==> config.mk <==
export PLATFORM = sky130hd
export DESIGN_NAME = shift_issue_flat
export DESIGN_NICKNAME = d
export VERILOG_FILES = /design/src/rtl/shift_pkg.sv /design/src/rtl/shift_issue_if.sv /design/src/rtl/skid_buf.sv /design/src/rtl/shift_issue.sv /design/src/flat_wrapper.sv
export SDC_FILE = /design/constraint.sdc
export NUM_CORES = 1
export LEC_CHECK = 0
export CAP_MARGIN = 10
export CORE_ASPECT_RATIO = 2
export CORE_MARGIN = 2
export CORE_UTILIZATION = 35
export DETAILED_ROUTE_END_ITERATION = 8
export PLACE_DENSITY = 0.75
export SLEW_MARGIN = 20
export SYNTH_ARGS = -nofsm -noshare
export SYNTH_HDL_FRONTEND = slang
export SYNTH_HIERARCHICAL = 1
export SYNTH_SLANG_ARGS = --single-unit
==> constraint.sdc <==
create_clock -name clk_i -period 1.8 [get_ports clk_i]
set_clock_uncertainty 0.05 [all_clocks]
set_input_delay 0.27 -clock clk_i [delete_from_list [all_inputs] [get_ports clk_i]]
set_output_delay 0.27 -clock clk_i [all_outputs]
set_load 0.02 [all_outputs]
==> src/rtl/shift_pkg.sv <==
// Shared definitions for the shift issue stage and the shift unit behind it.
//   SH_N        : default datapath width used by shift_req_t
//   SH_*        : 2-bit shift-unit opcodes
//   F3_*        : RISC-V funct3 values for the shift group
//   shift_req_t : operation record handed to the shift unit
//   decode_ope  : funct3/bit30 -> opcode decode
package shift_pkg;

   localparam int SH_N = 32;

   localparam logic [1:0] SH_SLL = 2'b00;
   localparam logic [1:0] SH_SRL = 2'b01;
   localparam logic [1:0] SH_SRA = 2'b10;
   localparam logic [1:0] SH_INV = 2'b11;

   localparam logic [2:0] F3_SLL = 3'b001;
   localparam logic [2:0] F3_SRX = 3'b101;

   typedef struct packed {
      logic [SH_N-1:0] a;
      logic [SH_N-1:0] b;
      logic [1:0]      ope;
      logic [4:0]      rd;
      logic            illegal;
   } shift_req_t;

   // SLL only exists with bit30 clear; SRL/SRA share funct3 and split on bit30.
   function automatic logic [1:0] decode_ope(input logic [2:0] f3, input logic b5);
      logic [1:0] ope;
      ope = SH_INV;
      if (f3 == F3_SLL && !b5) ope = SH_SLL;
      else if (f3 == F3_SRX)   ope = b5 ? SH_SRA : SH_SRL;
      return ope;
   endfunction

endpackage

==> src/rtl/shift_issue_if.sv <==
// Handshake and operand bundle between decode, the issue stage and the shift unit.
//   upstream  : valid_i/ready_o, funct3_i, funct7b5_i, is_imm_i, rs1_i, rs2_i, imm_i, rd_i
//   downstream: valid_o/ready_i, a_o, b_o, ope_o, rd_o, illegal_o
// slave is the issue stage's view, master the view of whatever surrounds it.
interface shift_issue_if #(parameter int N = 32);
   logic         valid_i;
   logic         ready_o;
   logic [2:0]   funct3_i;
   logic         funct7b5_i;
   logic         is_imm_i;
   logic [N-1:0] rs1_i;
   logic [N-1:0] rs2_i;
   logic [N-1:0] imm_i;
   logic [4:0]   rd_i;
   logic         valid_o;
   logic         ready_i;
   logic [N-1:0] a_o;
   logic [N-1:0] b_o;
   logic [1:0]   ope_o;
   logic [4:0]   rd_o;
   logic         illegal_o;

   modport slave (
      input  valid_i, funct3_i, funct7b5_i, is_imm_i, rs1_i, rs2_i, imm_i, rd_i, ready_i,
      output ready_o, valid_o, a_o, b_o, ope_o, rd_o, illegal_o
   );

   modport master (
      output valid_i, funct3_i, funct7b5_i, is_imm_i, rs1_i, rs2_i, imm_i, rd_i, ready_i,
      input  ready_o, valid_o, a_o, b_o, ope_o, rd_o, illegal_o
   );
endinterface

==> src/rtl/skid_buf.sv <==
// Two-entry valid/ready skid buffer over a W-bit payload.
//   clk_i, rst_ni      : clock, async active-low reset
//   flush_i            : synchronous clear, beats accept and emit
//   valid_i/ready_o    : upstream handshake, data_i payload
//   valid_o/ready_i    : downstream handshake, data_o payload (main entry)
// ready_o is a flop, so there is no combinational path from ready_i back upstream.
module skid_buf #(
   parameter int W = 8
) (
   input  logic         clk_i,
   input  logic         rst_ni,
   input  logic         flush_i,
   input  logic         valid_i,
   output logic         ready_o,
   input  logic [W-1:0] data_i,
   output logic         valid_o,
   input  logic         ready_i,
   output logic [W-1:0] data_o
);

   logic         main_vld_q, main_vld_d;
   logic         skid_vld_q, skid_vld_d;
   logic [W-1:0] main_q, main_d;
   logic [W-1:0] skid_q, skid_d;
   logic         rdy_q;
   logic         acc, emit;

   assign acc  = valid_i && rdy_q;
   assign emit = main_vld_q && ready_i;

   always_comb begin
      main_vld_d = main_vld_q;
      skid_vld_d = skid_vld_q;
      main_d     = main_q;
      skid_d     = skid_q;
      if (flush_i) begin
         main_vld_d = 1'b0;
         skid_vld_d = 1'b0;
      end else if (emit) begin
         // An accept cannot coincide with a full skid: ready is low then.
         if (skid_vld_q) begin
            main_d     = skid_q;
            skid_vld_d = 1'b0;
         end else if (acc) begin
            main_d     = data_i;
         end else begin
            main_vld_d = 1'b0;
         end
      end else if (acc) begin
         if (!main_vld_q) begin
            main_d     = data_i;
            main_vld_d = 1'b1;
         end else begin
            skid_d     = data_i;
            skid_vld_d = 1'b1;
         end
      end
   end

   always_ff @(posedge clk_i or negedge rst_ni) begin
      if (!rst_ni) begin
         main_vld_q <= 1'b0;
         skid_vld_q <= 1'b0;
         main_q     <= '0;
         skid_q     <= '0;
         rdy_q      <= 1'b1;
      end else begin
         main_vld_q <= main_vld_d;
         skid_vld_q <= skid_vld_d;
         main_q     <= main_d;
         skid_q     <= skid_d;
         rdy_q      <= !skid_vld_d;
      end
   end

   assign ready_o = rdy_q;
   assign valid_o = main_vld_q;
   assign data_o  = main_q;

endmodule

==> src/rtl/shift_issue.sv <==
// Execute-stage issue register in front of the shift unit.
//   clk_i, rst_ni : clock, async active-low reset
//   flush_i       : synchronous pipeline flush
//   bus           : decode-side request and shift-unit-side operation (slave view)
// Decodes funct3/bit30 to the shift opcode, picks and masks the shift amount,
// then queues the result through a two-entry skid buffer.
module shift_issue
   import shift_pkg::*;
#(
   parameter int N = SH_N
) (
   input  logic           clk_i,
   input  logic           rst_ni,
   input  logic           flush_i,
   shift_issue_if.slave   bus
);

   localparam int SHW = $clog2(N);

   typedef struct packed {
      logic [N-1:0] a;
      logic [N-1:0] b;
      logic [1:0]   ope;
      logic [4:0]   rd;
      logic         illegal;
   } req_t;

   localparam int W = $bits(req_t);

   req_t dec, head;

   // Only the low SHW bits of the amount survive, giving RV-legal shifts.
   always_comb begin
      dec         = '0;
      dec.a       = bus.rs1_i;
      dec.b       = {{(N-SHW){1'b0}}, (bus.is_imm_i ? bus.imm_i[SHW-1:0] : bus.rs2_i[SHW-1:0])};
      dec.ope     = decode_ope(bus.funct3_i, bus.funct7b5_i);
      dec.rd      = bus.rd_i;
      dec.illegal = (dec.ope == SH_INV);
   end

   skid_buf #(.W(W)) u_skid (
      .clk_i   (clk_i),
      .rst_ni  (rst_ni),
      .flush_i (flush_i),
      .valid_i (bus.valid_i),
      .ready_o (bus.ready_o),
      .data_i  (dec),
      .valid_o (bus.valid_o),
      .ready_i (bus.ready_i),
      .data_o  (head)
   );

   assign bus.a_o       = head.a;
   assign bus.b_o       = head.b;
   assign bus.ope_o     = head.ope;
   assign bus.rd_o      = head.rd;
   assign bus.illegal_o = head.illegal;

endmodule
==> src/flat_wrapper.sv <==
// flat-port wrapper written by rule: the top's interface ports become plain ports
module shift_issue_flat import shift_pkg::*;
#(
   parameter int N = SH_N
)
  (clk_i, rst_ni, flush_i, bus_valid_i, bus_funct3_i, bus_funct7b5_i, bus_is_imm_i, bus_rs1_i, bus_rs2_i, bus_imm_i, bus_rd_i, bus_ready_i, bus_ready_o, bus_valid_o, bus_a_o, bus_b_o, bus_ope_o, bus_rd_o, bus_illegal_o);
  shift_issue_if #(.N(N)) bus_i ();
  input  logic clk_i;
  input  logic rst_ni;
  input  logic flush_i;
  input wire logic [$bits(bus_i.valid_i)-1:0] bus_valid_i;
  input wire logic [$bits(bus_i.funct3_i)-1:0] bus_funct3_i;
  input wire logic [$bits(bus_i.funct7b5_i)-1:0] bus_funct7b5_i;
  input wire logic [$bits(bus_i.is_imm_i)-1:0] bus_is_imm_i;
  input wire logic [$bits(bus_i.rs1_i)-1:0] bus_rs1_i;
  input wire logic [$bits(bus_i.rs2_i)-1:0] bus_rs2_i;
  input wire logic [$bits(bus_i.imm_i)-1:0] bus_imm_i;
  input wire logic [$bits(bus_i.rd_i)-1:0] bus_rd_i;
  input wire logic [$bits(bus_i.ready_i)-1:0] bus_ready_i;
  output wire logic [$bits(bus_i.ready_o)-1:0] bus_ready_o;
  output wire logic [$bits(bus_i.valid_o)-1:0] bus_valid_o;
  output wire logic [$bits(bus_i.a_o)-1:0] bus_a_o;
  output wire logic [$bits(bus_i.b_o)-1:0] bus_b_o;
  output wire logic [$bits(bus_i.ope_o)-1:0] bus_ope_o;
  output wire logic [$bits(bus_i.rd_o)-1:0] bus_rd_o;
  output wire logic [$bits(bus_i.illegal_o)-1:0] bus_illegal_o;
  assign bus_i.valid_i = bus_valid_i;
  assign bus_i.funct3_i = bus_funct3_i;
  assign bus_i.funct7b5_i = bus_funct7b5_i;
  assign bus_i.is_imm_i = bus_is_imm_i;
  assign bus_i.rs1_i = bus_rs1_i;
  assign bus_i.rs2_i = bus_rs2_i;
  assign bus_i.imm_i = bus_imm_i;
  assign bus_i.rd_i = bus_rd_i;
  assign bus_i.ready_i = bus_ready_i;
  assign bus_ready_o = bus_i.ready_o;
  assign bus_valid_o = bus_i.valid_o;
  assign bus_a_o = bus_i.a_o;
  assign bus_b_o = bus_i.b_o;
  assign bus_ope_o = bus_i.ope_o;
  assign bus_rd_o = bus_i.rd_o;
  assign bus_illegal_o = bus_i.illegal_o;
  shift_issue #(.N(N)) u_core (.clk_i(clk_i), .rst_ni(rst_ni), .flush_i(flush_i), .bus(bus_i));
endmodule
[Yosys cells after proc, flatten, opt, wreduce, memory -nomap -nowiden]
Index checks and enable logic that the tools add are counted.
Cells by class
  add/sub/neg operators: 0
  shifts and indexed selects: 0
  divide/modulo/power cells: 0
  eq/ne operators: 6
  muxes and demuxes: 18
  bitwise logic cells: 2
  multipliers: 0
  reductions and logical operators: 11
  order comparisons: 0
Operators with widths (number)
  $mux W72: 5
  $mux W1: 9
  $reduce_and A4 Y1: 2
  $mux W2: 3
  $ne A3 B3 Y1 const B: 2
  $mux W5: 1
  $reduce_bool A2 Y1: 2
  $eq A3 B1 Y1 const B: 1
  $eq A3 B3 Y1 const B: 1
  $logic_and A1 B1 Y1: 3
  $reduce_and A3 Y1: 1
  $reduce_bool A3 Y1: 1
  $eq A2 B2 Y1 const B: 1
  $logic_not A1 Y1: 2
  $ne A2 B1 Y1 const B: 1
  $not A1 Y1: 2
Word-level totals
  output and inout port bits: 74
  memories kept: 0
  memory bits (read-only): 0
  input bits: 111
  word-level logic and storage cells: 42
  bits in registers: 120
  bits in latches: 0
  bits in writable memories: 0

[Longest topological paths before layout]
  depth in word-level cells: 7
  depth in mapped cells: 5

[By module]
The synthesis kept the hierarchy.
Modules (own cells, without submodules)
  skid_buf: area an instance 6364.9 µm², instances 1, sequential area each 3679.8 µm², cells an instance 397
  shift_issue: area an instance 91.3 µm², instances 1, sequential area each 0.0 µm², cells an instance 12

[Least setup slack after synthesis]
No wires, ideal clock.
  kind: register to register
  start point: register u_core.u_skid.rdy_q (netlist: u_core/u_skid/ready_o)
  end point: register u_core.u_skid.skid_q[63]
  slack: -148 ps
  arrival time: 1773 ps
  period minus slack after synthesis: 1948 ps
  setup time: 125 ps
  path buffers: 2
  cell stages (with the launch flop): 6
  data required time: 1625 ps
  path through: dfstp_2 nand2_1 nor4b_1 buf_2 buf_2 mux2_2
On the way
  longest elaborated chain between the ends: 2
RTL lines
  from (decl): line skid_buf.sv:25  | logic rdy_q;
  from (signal assigned): line skid_buf.sv:72  | rdy_q <= !skid_vld_d;
  $logic_and A1 B1 Y1: line skid_buf.sv:28  | assign acc = valid_i && rdy_q;
  $reduce_and A4 Y1 (no source line)
  to (signal assigned): line skid_buf.sv:71  | skid_q <= skid_d;
  to (decl): line skid_buf.sv:24  | logic [W-1:0] skid_q, skid_d;
No other way between the ends.
A chain may end at the register's enable or synchronous reset.

==> results.py <==
metrics = {
    "synthesis": {
        "post-synth-top-area-fraction_pct": 56.59,
        "synthesis.area_sq_um": 6456,
        "synth_area_leaders": "sky130_fd_sc_hd__dfrtp_1, sky130_fd_sc_hd__mux2_2, sky130_fd_sc_hd__buf_6",
        "count_of_state_elements_after_synthesis": 147,
        "yosysTopAreaCell": "sky130_fd_sc_hd__dfrtp_1",
        "synth_sequential_area_ratio_pct": 57.00,
        "synth_warn": 6,
        "yosysUniqueCellTypes": 20,
        "syn-instance-count": 409,
        "synth_area_per_cell_sq_um": 15.79,
    },
    "drt": {
        "num_vias": 4095,
        "viasPerCell": 4.784,
        "drt_pre_antenna_iters": 4,
        "detail_route.iter0.violations": 96,
        "ant_nets": 0,
        "drt-total-wl_mm": 16.39,
        "remaining_drc_errors": 0,
        "route.detailed.wl_per_inst_microns": 19.14,
    },
    "floorplan": {
        "initial_utilization_pct": 35.44,
        "die_area_sq_um": 19610,
        "die_width_microns": 100.0,
        "num_io_pins": 185,
        "coreArea_sq_um": 18220,
        "die_height_microns": 196.1,
        "fp-row-count": 70,
    },
    "global_routing": {
        "grt_max_degree": 53,
        "grt_antenna_before_repair": 0,
        "grt_use_total_pct": 15.52,
        "globalRoute.totalOverflow": 0,
        "wire_length_of_the_first_global_routing_pass_mm": 23.14,
        "grt_pass1_vias": 4576,
    },
    "sta": {
        "drv_slew": 0,
        "setup_repair_after_global_routing_missed_its_margin": "yes",
        "max_fclk_mhz": 538.7,
        "final_period_util_pct": 103.1,
        "setup_violations": 90,
        "timing.final.ws_setup_ns": -0.05644,
        "fin_crit_ns": 1.856,
        "tightestPinTransition_ns": 0.5436,
        "slew-limit-headroom_pct": 63.76,
        "timing.hold.ws_ns": 0.3314,
        "report.final.hold_viol_count": 0,
    },
    "clocking": {
        "ctsLongestPathBuffers": 2,
        "clk_pin_slew_worst_paths_ns": 0.06,
        "clk_latency_ns": 0.42,
        "root_buffer": "sky130_fd_sc_hd__clkbuf_16",
        "cts-buffers-inserted": 17,
        "tritoncts": "yes",
        "cts_h_tree_depth": 4,
        "clock_sink_count": 147,
    },
    "status": {
        "run_status": "finished, violations left",
        "violations": "negative setup slack",
    },
    "worst_setup_path": {
        "setup.worst_path.end_class": "flop",
        "critical_path_required_ns": 2.05,
        "cp_slowest_cell": "sky130_fd_sc_hd__dfstp_2",
        "critPathArrivalTime_ns": 2.10,
        "path_cells": "nand2_4 -> nor4b_4 -> buf_6 -> buf_12 -> mux2_2",
        "path_class": "reg -> reg",
        "critical_path.max_stage_delay_ns": 0.56,
        "path_max_fanout": 14,
        "start_kind": "flop",
    },
    "layout": {
        "layout.cells.non_filler": 856,
        "final_layout_size_suffix_gt1_share_pct": 46.41,
        "area.sequential_sq_um": 3681,
        "synthToLayoutAreaGrowth_pct": 51.78,
        "multi_input_area_sq_um": 3273,
        "layout.filler_cells": 1508,
        "final_net_count": 739,
        "antennaDiodeCount": 0,
        "most_common_cell_after_layout_fill_and_taps_aside": "sky130_fd_sc_hd__dfrtp_1",
        "finish.utilization_pct": 53.79,
        "final_cell_mix": "sky130_fd_sc_hd__dfrtp_1, sky130_fd_sc_hd__clkdlybuf4s50_1, sky130_fd_sc_hd__mux2_4",
    },
    "power": {
        "power_switching_mw": 2.860,
        "p_clk_share_pct": 32.7,
        "total_power_mw": 10.94,
        "power.internal_mw": 8.077,
        "power_density_nw_per_um2": 1116,
        "power_frac_comb_pct": 26.1,
        "part_of_the_total_power_dissipated_in_sequential_elements_pct": 41.2,
        "vdd.ir_drop.worst_uv": 685.3,
        "power.leakage_nw": 4.373,
        "sw_frac_of_total_pct": 26.15,
    },
    "hold_path": {
        "hold_path.class": "in -> async",
    },
    "placed_design": {
        "place.detailed.instances": 805,
        "hpwl_mm": 9.728,
        "gpl.final_weighted_congestion": 0.7498,
        "buffers_added_on_ports": 130,
    },
    "flow_run": {
        "drv.max_cap_violation_count": 0,
    },
}
-- metal layers --
layer	share of wire, %	global-route usage, %	routed length (microns)	vias to the layer above
li1	-	-	-	1857
met2	56	29.30	9118	102
met5	0	0	0	-
met3	3.6	3.848	598	29
met4	2.9	7.712	481	0
met1	38	15.26	6188	2107
-- cell usage after synthesis (all sizes together) --
cell type,count
inv,3
mux2,221
xnor2,1
clkbuf,2
a221oi,1
conb,1
dfstp,1
nor4b,1
buf,20
dfrtp,146
a31oi,1
a31o,1
nand2,5
nor2b,1
o21ai,2
nand3,1
a21oi,1
-- kinds of logic (layout without fill, tap and decap cells) --
logic type                count (synthesis)  after routing  share of synthesized area, %
and+or+nand+nor                           8              8                        0.6784
xor gates and xnor gates                  1              1                        0.1357
buffers and inverters                    25            203                         2.713
DFF                                     147            147                         57.00
muxes                                   221            221                         38.55
AOI/OAI and AO/OA                         6              6                        0.8722
other                                     1             54                       0.05808
-- registers in the layout, indices dropped and copies added (netlist names) --
name                      count
u_core/u_skid/valid_o         1
u_core/u_skid/data_o         72
u_core/u_skid/ready_o         1
u_core/u_skid/skid_q         72
u_core/u_skid/skid_vld_q      1
-- what timing repair did --
| item | CTS | global route |
|---|---|---|
| cloned | 2 | 13 |
| hold endpoints to repair | 46 | 0 |
| endpoints found under the setup margin | 145 | 145 |
| buffers inserted | 6 | 1 |
| pin swaps | 1 | 1 |
| hold buffers | 1 | 0 |
| resized for setup | 17 | 122 |
-- path summary, 6_finish.rpt --
| kind | startpoint | to | slack, ns | depth (start not counted) |
|---|---|---|---|---|
| worst min register to register | u_core/u_skid/skid_q[20] | u_core/u_skid/skid_q[20] | 0.46 | 1 |
| max in group asynchronous | rst_ni | u_core/u_skid/skid_q[35] | 0.78 | 3 |
| worst max register to register | u_core/u_skid/ready_o | u_core/u_skid/skid_q[32] | -0.06 | 5 |
| min in group clk_i | bus_rs1_i[21] | u_core/u_skid/skid_q[61] | 0.44 | 2 |
| worst min-delay path | rst_ni | u_core/u_skid/skid_q[17] | 0.33 | 2 |
| worst max-delay path | u_core/u_skid/ready_o | u_core/u_skid/skid_q[32] | -0.06 | 5 |
-- stage by stage --
stage	instance area, sq um	setup TNS (ns)	worst slack [ns]
final	9799	-2.014	-0.05644
after global routing	9799	-8.248	-0.1137
after CTS	9134	-0.7858	-0.03674
after detailed placement	8362	-41.33	-0.3436
after global placement	8362	-31.77	-0.2519
after floorplan	6664	-7.573	-0.06925
-- layout make-up --
class	count	area share, %
flip-flops and latches	147	37.56
multi-input cells	290	33.40
repair buffers	169	20.12
clock buffers	20	4.660
well taps	216	2.758
clock inverters	11	1.379
inverters	3	0.1149
-- power groups by stage --
stage          clock network [mW]  logic (mW)  registers, mW
2_1_floorplan                   0       0.882           4.83
3_3_place_gp                    0        2.29           4.47
3_5_place_dp                    0        2.36           4.54
4_1_cts                      3.69        2.42           4.48
5_1_grt                      3.84        3.02           4.60
6_report                     3.58        2.85           4.50
-- worst max-delay path, delay by kind of cell, from the launching register on --
family        cells  cell delay [ns]
simple gates      2             0.38
buf+inv           2             0.40
mux               1             0.35
flops             1             0.56
Power figures use the tool's default switching activity.
